[src/rtl/mem_access_stage.sv]
// mem_access_stage: MEM pipeline stage driving a req/ack data-memory port.
// Ports: clk/rst (async active-low); EXEMEM_* instruction fields from EXE/MEM;
// dm_* registered memory request, dm_ack/dm_rdata completion; stall holds EXE/MEM;
// MEMWB_* registered results to MEM/WB; mem_exc {bus_err, misalign} pulses.
module mem_access_stage #(
  parameter int ACK_TIMEOUT = 255
) (
  input  logic        clk,
  input  logic        rst,
  input  logic [31:0] EXEMEM_pc,
  input  logic [4:0]  EXEMEM_rd,
  input  logic [1:0]  EXEMEM_toReg,
  input  logic [3:0]  EXEMEM_DMRd,
  input  logic [1:0]  EXEMEM_DMWr,
  input  logic        EXEMEM_RFWr,
  input  logic [31:0] EXEMEM_DMdata,
  input  logic [31:0] EXEMEM_ALUout,
  output logic        dm_req,
  output logic        dm_we,
  output logic [3:0]  dm_be,
  output logic [31:0] dm_addr,
  output logic [31:0] dm_wdata,
  input  logic        dm_ack,
  input  logic [31:0] dm_rdata,
  output logic        stall,
  output logic [31:0] MEMWB_pc,
  output logic [4:0]  MEMWB_rd,
  output logic [1:0]  MEMWB_toReg,
  output logic        MEMWB_RFWr,
  output logic [31:0] MEMWB_DMout,
  output logic [31:0] MEMWB_ALUout,
  output logic [1:0]  mem_exc
);
  localparam logic [3:0] DMRD_NOP = 4'd0, DMRD_LW = 4'd1, DMRD_LH = 4'd2, DMRD_LHU = 4'd3, DMRD_LB = 4'd4, DMRD_LBU = 4'd5;
  localparam logic [1:0] DMWR_NOP = 2'd0, DMWR_SW = 2'd1, DMWR_SH = 2'd2, DMWR_SB = 2'd3;
  localparam logic [1:0] ALU2REG = 2'd0;
  localparam int CW = $clog2(ACK_TIMEOUT + 1);
  typedef enum logic {IDLE, ACCESS} state_t;
  state_t state_q, state_d;
  logic [CW-1:0] cnt_q, cnt_d;
  logic        dm_req_q, dm_req_d, dm_we_q, dm_we_d;
  logic [3:0]  dm_be_q, dm_be_d;
  logic [31:0] dm_addr_q, dm_addr_d, dm_wdata_q, dm_wdata_d;
  logic [31:0] pc_q, pc_d, dmout_q, dmout_d, alu_q, alu_d;
  logic [4:0]  rd_q, rd_d;
  logic [1:0]  to_reg_q, to_reg_d, exc_q, exc_d;
  logic        rfwr_q, rfwr_d;
  logic        is_st, memop, misalign, start, timeout;
  logic [1:0]  a;
  logic [7:0]  b;
  logic [15:0] h;
  logic [3:0]  be;
  logic [31:0] wdata, ld;
  always_comb begin
    a        = EXEMEM_ALUout[1:0];
    is_st    = EXEMEM_DMWr != DMWR_NOP;
    memop    = is_st || EXEMEM_DMRd != DMRD_NOP;
    misalign = is_st ? ((EXEMEM_DMWr == DMWR_SW && a != 2'b00) || (EXEMEM_DMWr == DMWR_SH && a[0]))
                     : ((EXEMEM_DMRd == DMRD_LW && a != 2'b00) ||
                        ((EXEMEM_DMRd == DMRD_LH || EXEMEM_DMRd == DMRD_LHU) && a[0]));
    start    = state_q == IDLE && memop && !misalign;
    timeout  = state_q == ACCESS && !dm_ack && cnt_q == CW'(ACK_TIMEOUT);
    be       = !is_st ? 4'b1111 : EXEMEM_DMWr == DMWR_SW ? 4'b1111 :
               EXEMEM_DMWr == DMWR_SH ? (a[1] ? 4'b1100 : 4'b0011) : 4'b0001 << a;
    wdata    = EXEMEM_DMWr == DMWR_SW ? EXEMEM_DMdata :
               EXEMEM_DMWr == DMWR_SH ? {2{EXEMEM_DMdata[15:0]}} :
               EXEMEM_DMWr == DMWR_SB ? {4{EXEMEM_DMdata[7:0]}} : 32'd0;
    b        = dm_rdata[{a, 3'b000} +: 8];
    h        = a[1] ? dm_rdata[31:16] : dm_rdata[15:0];
    ld       = is_st ? 32'd0 :
               EXEMEM_DMRd == DMRD_LW  ? dm_rdata :
               EXEMEM_DMRd == DMRD_LH  ? {{16{h[15]}}, h} :
               EXEMEM_DMRd == DMRD_LHU ? {16'd0, h} :
               EXEMEM_DMRd == DMRD_LB  ? {{24{b[7]}}, b} :
               EXEMEM_DMRd == DMRD_LBU ? {24'd0, b} : 32'd0;
  end
  always_ff @(posedge clk or negedge rst) begin
    if (!rst) begin
      state_q    <= IDLE;
      cnt_q      <= '0;
      dm_req_q   <= 1'b0;
      dm_we_q    <= 1'b0;
      dm_be_q    <= 4'd0;
      dm_addr_q  <= 32'd0;
      dm_wdata_q <= 32'd0;
      pc_q       <= 32'd0;
      rd_q       <= 5'd0;
      to_reg_q   <= ALU2REG;
      rfwr_q     <= 1'b0;
      dmout_q    <= 32'd0;
      alu_q      <= 32'd0;
      exc_q      <= 2'd0;
    end else begin
      state_q    <= state_d;
      cnt_q      <= cnt_d;
      dm_req_q   <= dm_req_d;
      dm_we_q    <= dm_we_d;
      dm_be_q    <= dm_be_d;
      dm_addr_q  <= dm_addr_d;
      dm_wdata_q <= dm_wdata_d;
      pc_q       <= pc_d;
      rd_q       <= rd_d;
      to_reg_q   <= to_reg_d;
      rfwr_q     <= rfwr_d;
      dmout_q    <= dmout_d;
      alu_q      <= alu_d;
      exc_q      <= exc_d;
    end
  end
  always_comb begin
    state_d = state_q;
    if (start) state_d = ACCESS;
    else if (state_q == ACCESS && (dm_ack || timeout)) state_d = IDLE;
  end
  // IDLE writes MEM/WB every cycle (instruction or bubble); ACCESS holds it until
  // completion, relying on the EXE/MEM register holding the instruction meanwhile.
  always_comb begin
    cnt_d      = cnt_q;
    dm_req_d   = dm_req_q;
    dm_we_d    = dm_we_q;
    dm_be_d    = dm_be_q;
    dm_addr_d  = dm_addr_q;
    dm_wdata_d = dm_wdata_q;
    pc_d       = pc_q;
    rd_d       = rd_q;
    to_reg_d   = to_reg_q;
    rfwr_d     = rfwr_q;
    dmout_d    = dmout_q;
    alu_d      = alu_q;
    exc_d      = 2'd0;
    stall      = 1'b0;
    if (state_q == IDLE) begin
      stall    = start;
      pc_d     = EXEMEM_pc;
      to_reg_d = EXEMEM_toReg;
      alu_d    = EXEMEM_ALUout;
      rd_d     = memop ? 5'd0 : EXEMEM_rd;
      rfwr_d   = memop ? 1'b0 : EXEMEM_RFWr;
      dmout_d  = 32'd0;
      exc_d[0] = memop && misalign;
      if (start) begin
        cnt_d      = CW'(1);
        dm_req_d   = 1'b1;
        dm_we_d    = is_st;
        dm_be_d    = be;
        dm_addr_d  = {EXEMEM_ALUout[31:2], 2'b00};
        dm_wdata_d = wdata;
      end
    end else if (dm_ack || timeout) begin
      cnt_d    = '0;
      dm_req_d = 1'b0;
      pc_d     = EXEMEM_pc;
      to_reg_d = EXEMEM_toReg;
      alu_d    = EXEMEM_ALUout;
      rd_d     = dm_ack ? EXEMEM_rd : 5'd0;
      rfwr_d   = dm_ack ? EXEMEM_RFWr : 1'b0;
      dmout_d  = dm_ack ? ld : 32'd0;
      exc_d[1] = timeout;
    end else begin
      stall = 1'b1;
      cnt_d = cnt_q + CW'(1);
    end
  end
  assign dm_req       = dm_req_q;
  assign dm_we        = dm_we_q;
  assign dm_be        = dm_be_q;
  assign dm_addr      = dm_addr_q;
  assign dm_wdata     = dm_wdata_q;
  assign MEMWB_pc     = pc_q;
  assign MEMWB_rd     = rd_q;
  assign MEMWB_toReg  = to_reg_q;
  assign MEMWB_RFWr   = rfwr_q;
  assign MEMWB_DMout  = dmout_q;
  assign MEMWB_ALUout = alu_q;
  assign mem_exc      = exc_q;
endmodule

[config.mk]
export PLATFORM = sky130hd
export DESIGN_NAME = mem_access_stage
export DESIGN_NICKNAME = d
export VERILOG_FILES = /design/src/rtl/mem_access_stage.sv
export SDC_FILE = /design/constraint.sdc
export NUM_CORES = 1
export LEC_CHECK = 0
export ABC_AREA = 1
export CORE_UTILIZATION = 45
export DETAILED_ROUTE_END_ITERATION = 10
export PLACE_DENSITY = 0.84
export SYNTH_ARGS = -nofsm -noshare
export SYNTH_HDL_FRONTEND = slang
export SYNTH_SLANG_ARGS = --single-unit
[constraint.sdc]
create_clock -name clk -period 2.06 [get_ports clk]
set_clock_uncertainty 0.2 [all_clocks]
set_input_delay 0.206 -clock clk [delete_from_list [all_inputs] [get_ports clk]]
set_output_delay 0.206 -clock clk [all_outputs]
set_load 0.02 [all_outputs]
==> metrics.log <==
[metrics] outcome: finished, violations left
[metrics] failing checks: setup timing
[metrics] number of enable-type register cells in the synthesized netlist: 0
[metrics] transition time at the pin with the least slew margin: 0.514 ns
[metrics] number of max-slew violations in the final report: 0
[metrics] Hold WC Path Type: in2async
[metrics] dominant register cell in the synthesized netlist: sky130_fd_sc_hd__dfrtp_1
[metrics] gp weighted congestion: 0.920
[metrics] DR DRC count: 0
[metrics] slack of the worst reg-to-reg path: 0.07 ns
[metrics] number of distinct standard cells referenced by the synthesized netlist: 33
[metrics] Final Hold Violating Endpoints: 0
[metrics] number of clock buffers inserted by TritonCTS: 17
[metrics] clock root cell: sky130_fd_sc_hd__clkbuf_16
[metrics] Async SR Flop Fraction: 1.00
[metrics] number of global-route vias before repair: 8003
[metrics] unrepaired setup endpoints after global routing: yes
[metrics] number of rows created at floorplan: 50
[metrics] design area: 13000 µm²
[metrics] net total in the final layout: 1550
[metrics] remaining max-slew budget at the tightest pin: 0.656
[metrics] Critical Path RT: 1.65 ns
[metrics] Max rail drop VDD: 0.653 mV
[metrics] First DRT Iteration DRCs: 590
[metrics] Clock Pin Slew Worst Setup and Hold Paths: 0.07 ns
[metrics] CTS H-Tree Depth: 4
[metrics] clock period minus final worst setup slack: 2.10 ns
[metrics] number of detailed-route iterations in the first pass: 5
[metrics] number of warnings issued by yosys: 0
[metrics] input/output buffers: 319
[metrics] number of synthesized register bits: 183
[metrics] Mapped Avg Cell Area: 8.20 µm²
[metrics] die outline height: 141 µm
[metrics] Setup-failing EPs final: 1
[metrics] CTS sink count: 183
[metrics] Floorplan Core Area: 18800 µm²
[metrics] total number of vias: 8220
[metrics] category of the most critical setup path: reg2out
[metrics] vias per std cell: 4.90
[metrics] setup slack after layout: -0.0428 ns
[metrics] sum of overflow across all layers after global routing: 0
[metrics] Max Root-Sink Buffers: 2
[metrics] number of antenna diodes: 0
[metrics] clock network latency to the later pin of the worst-skew pair: 0.43 ns
[metrics] HPWL Detailed: 19800 µm
[metrics] die span in x: 141 µm
[metrics] power density over the cells: 1000 nW/µm²
[metrics] synthesized area: 8720 µm²
[metrics] number of nets with antenna violations after detailed routing: 0
[metrics] share of cells above drive strength 1: 0.114
[metrics] Total Wirelength: 26800 µm
[metrics] placed instance area: 12300 µm²
[metrics] Syn Inst Count: 1063
[metrics] CP Data Arrival Time: 1.70 ns
[metrics] CTS tree: built
[metrics] global router's overall resource usage: 0.271
[metrics] kind of launch point of the worst setup path: register
[metrics] wire length of the first global-routing pass: 41600 µm
[metrics] final critical-path share of the clock period: 1.02
[metrics] register area share after synthesis: 0.525
[metrics] pin count of the biggest net entering global routing: 81
[metrics] DP Worst Slack: -0.377 ns
[metrics] fmax: 476 MHz
[metrics] initial antenna violation count: 0
[metrics] area of the die: 19900 µm²
[metrics] max-cap violation count: 0
[metrics] drt wl/cell: 16.0 µm
[metrics] Initial Util: 0.463
[metrics] static leakage: 6.38 nW
[metrics] Syn-to-layout area delta: 49.0%
[metrics] endpoint type of the worst setup path: output pin
[metrics] I/O pin count: 322
[metrics] Worst Path Max Fanout: 2
path summary, 6_finish.rpt:
check | to | cells past startpoint | start
worst max-delay path | stall | 9 | cnt_q[1]
worst min-delay path | MEMWB_DMout[6] | 2 | rst
worst max register to register | MEMWB_ALUout[23] | 10 | cnt_q[1]
worst min register to register | MEMWB_rd[4] | 2 | MEMWB_rd[4]
max in group asynchronous | MEMWB_ALUout[12] | 3 | rst
min in group clk | MEMWB_pc[23] | 3 | EXEMEM_pc[23]
metal layers:
layer  wire length, µm  part of all wire  up-vias  track usage
met5                 0                 0        -            0
met4               875             0.033        0        0.114
met1             10700              0.40     3785        0.329
met2             13200              0.49      343        0.461
li1                  -                 -     4028            -
met3              1920             0.072       64       0.0659
metrics by stage:
| stage | hold WS [ns] | power (mW) | utilization | TNS (ns) | std cells |
|---|---|---|---|---|---|
| after floorplan | -0.290 | 7.24 | - | 0 | 1064 |
| after global placement | -0.0511 | 9.60 | 0.653 | -13.46 | 1638 |
| after detailed placement | -0.0483 | 9.70 | 0.653 | -22.14 | 1638 |
| after CTS | 0.0432 | 13.0 | 0.686 | -0.0442 | 1673 |
| after global routing | 0.0626 | 13.7 | 0.690 | -0.292 | 1676 |
| final | 0.0444 | 13.0 | 0.690 | -0.0428 | 1676 |
power breakdown:
| group | internal (mW) | switching (mW) | leakage (nW) |
|---|---|---|---|
| Sequential | 4.37 | 0.469 | 2.30 |
| Clock | 1.72 | 1.54 | 0.287 |
| Combinational | 2.25 | 2.68 | 3.79 |
| Total | 8.33 | 4.69 | 6.38 |
synth_stat cells, types with 11 or more instances:
cell type,count,area (µm²)
sky130_fd_sc_hd__nor2_1,36,135
sky130_fd_sc_hd__nand3_1,41,205
sky130_fd_sc_hd__inv_1,82,308
sky130_fd_sc_hd__clkbuf_1,11,41.3
sky130_fd_sc_hd__buf_6,23,259
sky130_fd_sc_hd__a21oi_1,18,90.1
sky130_fd_sc_hd__o21ai_1,57,285
sky130_fd_sc_hd__buf_4,15,113
sky130_fd_sc_hd__nand2_1,423,1590
sky130_fd_sc_hd__o21ai_2,33,289
sky130_fd_sc_hd__o21ai_0,78,390
sky130_fd_sc_hd__dfrtp_1,183,4580
worst max-delay path: stages (launching register included):
cell and delay, ns:
sky130_fd_sc_hd__dfrtp_1 0.41, sky130_fd_sc_hd__ha_4 0.17, sky130_fd_sc_hd__nand2_4 0.06, sky130_fd_sc_hd__nor2_4 0.14, sky130_fd_sc_hd__nand4_4 0.11, sky130_fd_sc_hd__nand2_4 0.10, sky130_fd_sc_hd__nor2_4 0.04, sky130_fd_sc_hd__inv_2 0.06
sky130_fd_sc_hd__nand2_2 0.05, sky130_fd_sc_hd__buf_6 0.13
sequential cells by signal (all words and copies together) (netlist names), 2 cells and up:
signal and cells:
MEMWB_ALUout 32, cnt_q 8, mem_exc 2, dm_be 4, MEMWB_toReg 2, dm_wdata 32
MEMWB_rd 5, MEMWB_pc 32, MEMWB_DMout 32, dm_addr 30
cell type report:
| class | instances | area, µm² |
|---|---|---|
| Timing Repair Buffer | 379 | 3790 |
| Clock buffer | 17 | 425 |
| Multi-Input combinational cell | 735 | 3390 |
| Clock inverter | 14 | 150 |
| Sequential cell | 183 | 4580 |
| Inverter | 88 | 333 |
| Fill cell | 1538 | 5840 |
| Tap cell | 260 | 325 |
cells in the final DEF, fill, tap and decap left out, drive strengths merged, types with 11 or more instances in the layout:
cell type      instances
nand3                 43
a21oi                 18
nor2                  41
clkbuf                18
inv                   97
nor3                  11
dfrtp                183
nand2                433
clkdlybuf4s50        317
buf                   60
o21ai                168
timing repair:
action	CTS	global route
gates resized for setup	10	8
pin swaps	4	4
cloned	0	0
setup endpoints to repair	1	119
setup buffers	3	4
endpoints found under the hold margin	183	0
hold buffers	1	0
cell families after synthesis:
family / after synthesis / synth area share
fa+ha+maj: 1 / 0.00144
flops: 183 / 0.525
simple gates: 541 / 0.254
buf+inv: 146 / 0.0924
xor+xnor: 4 / 0.00402
other cells: 1 / 0.000430
compound gates: 187 / 0.122
(Power assumes the default switching activity.)
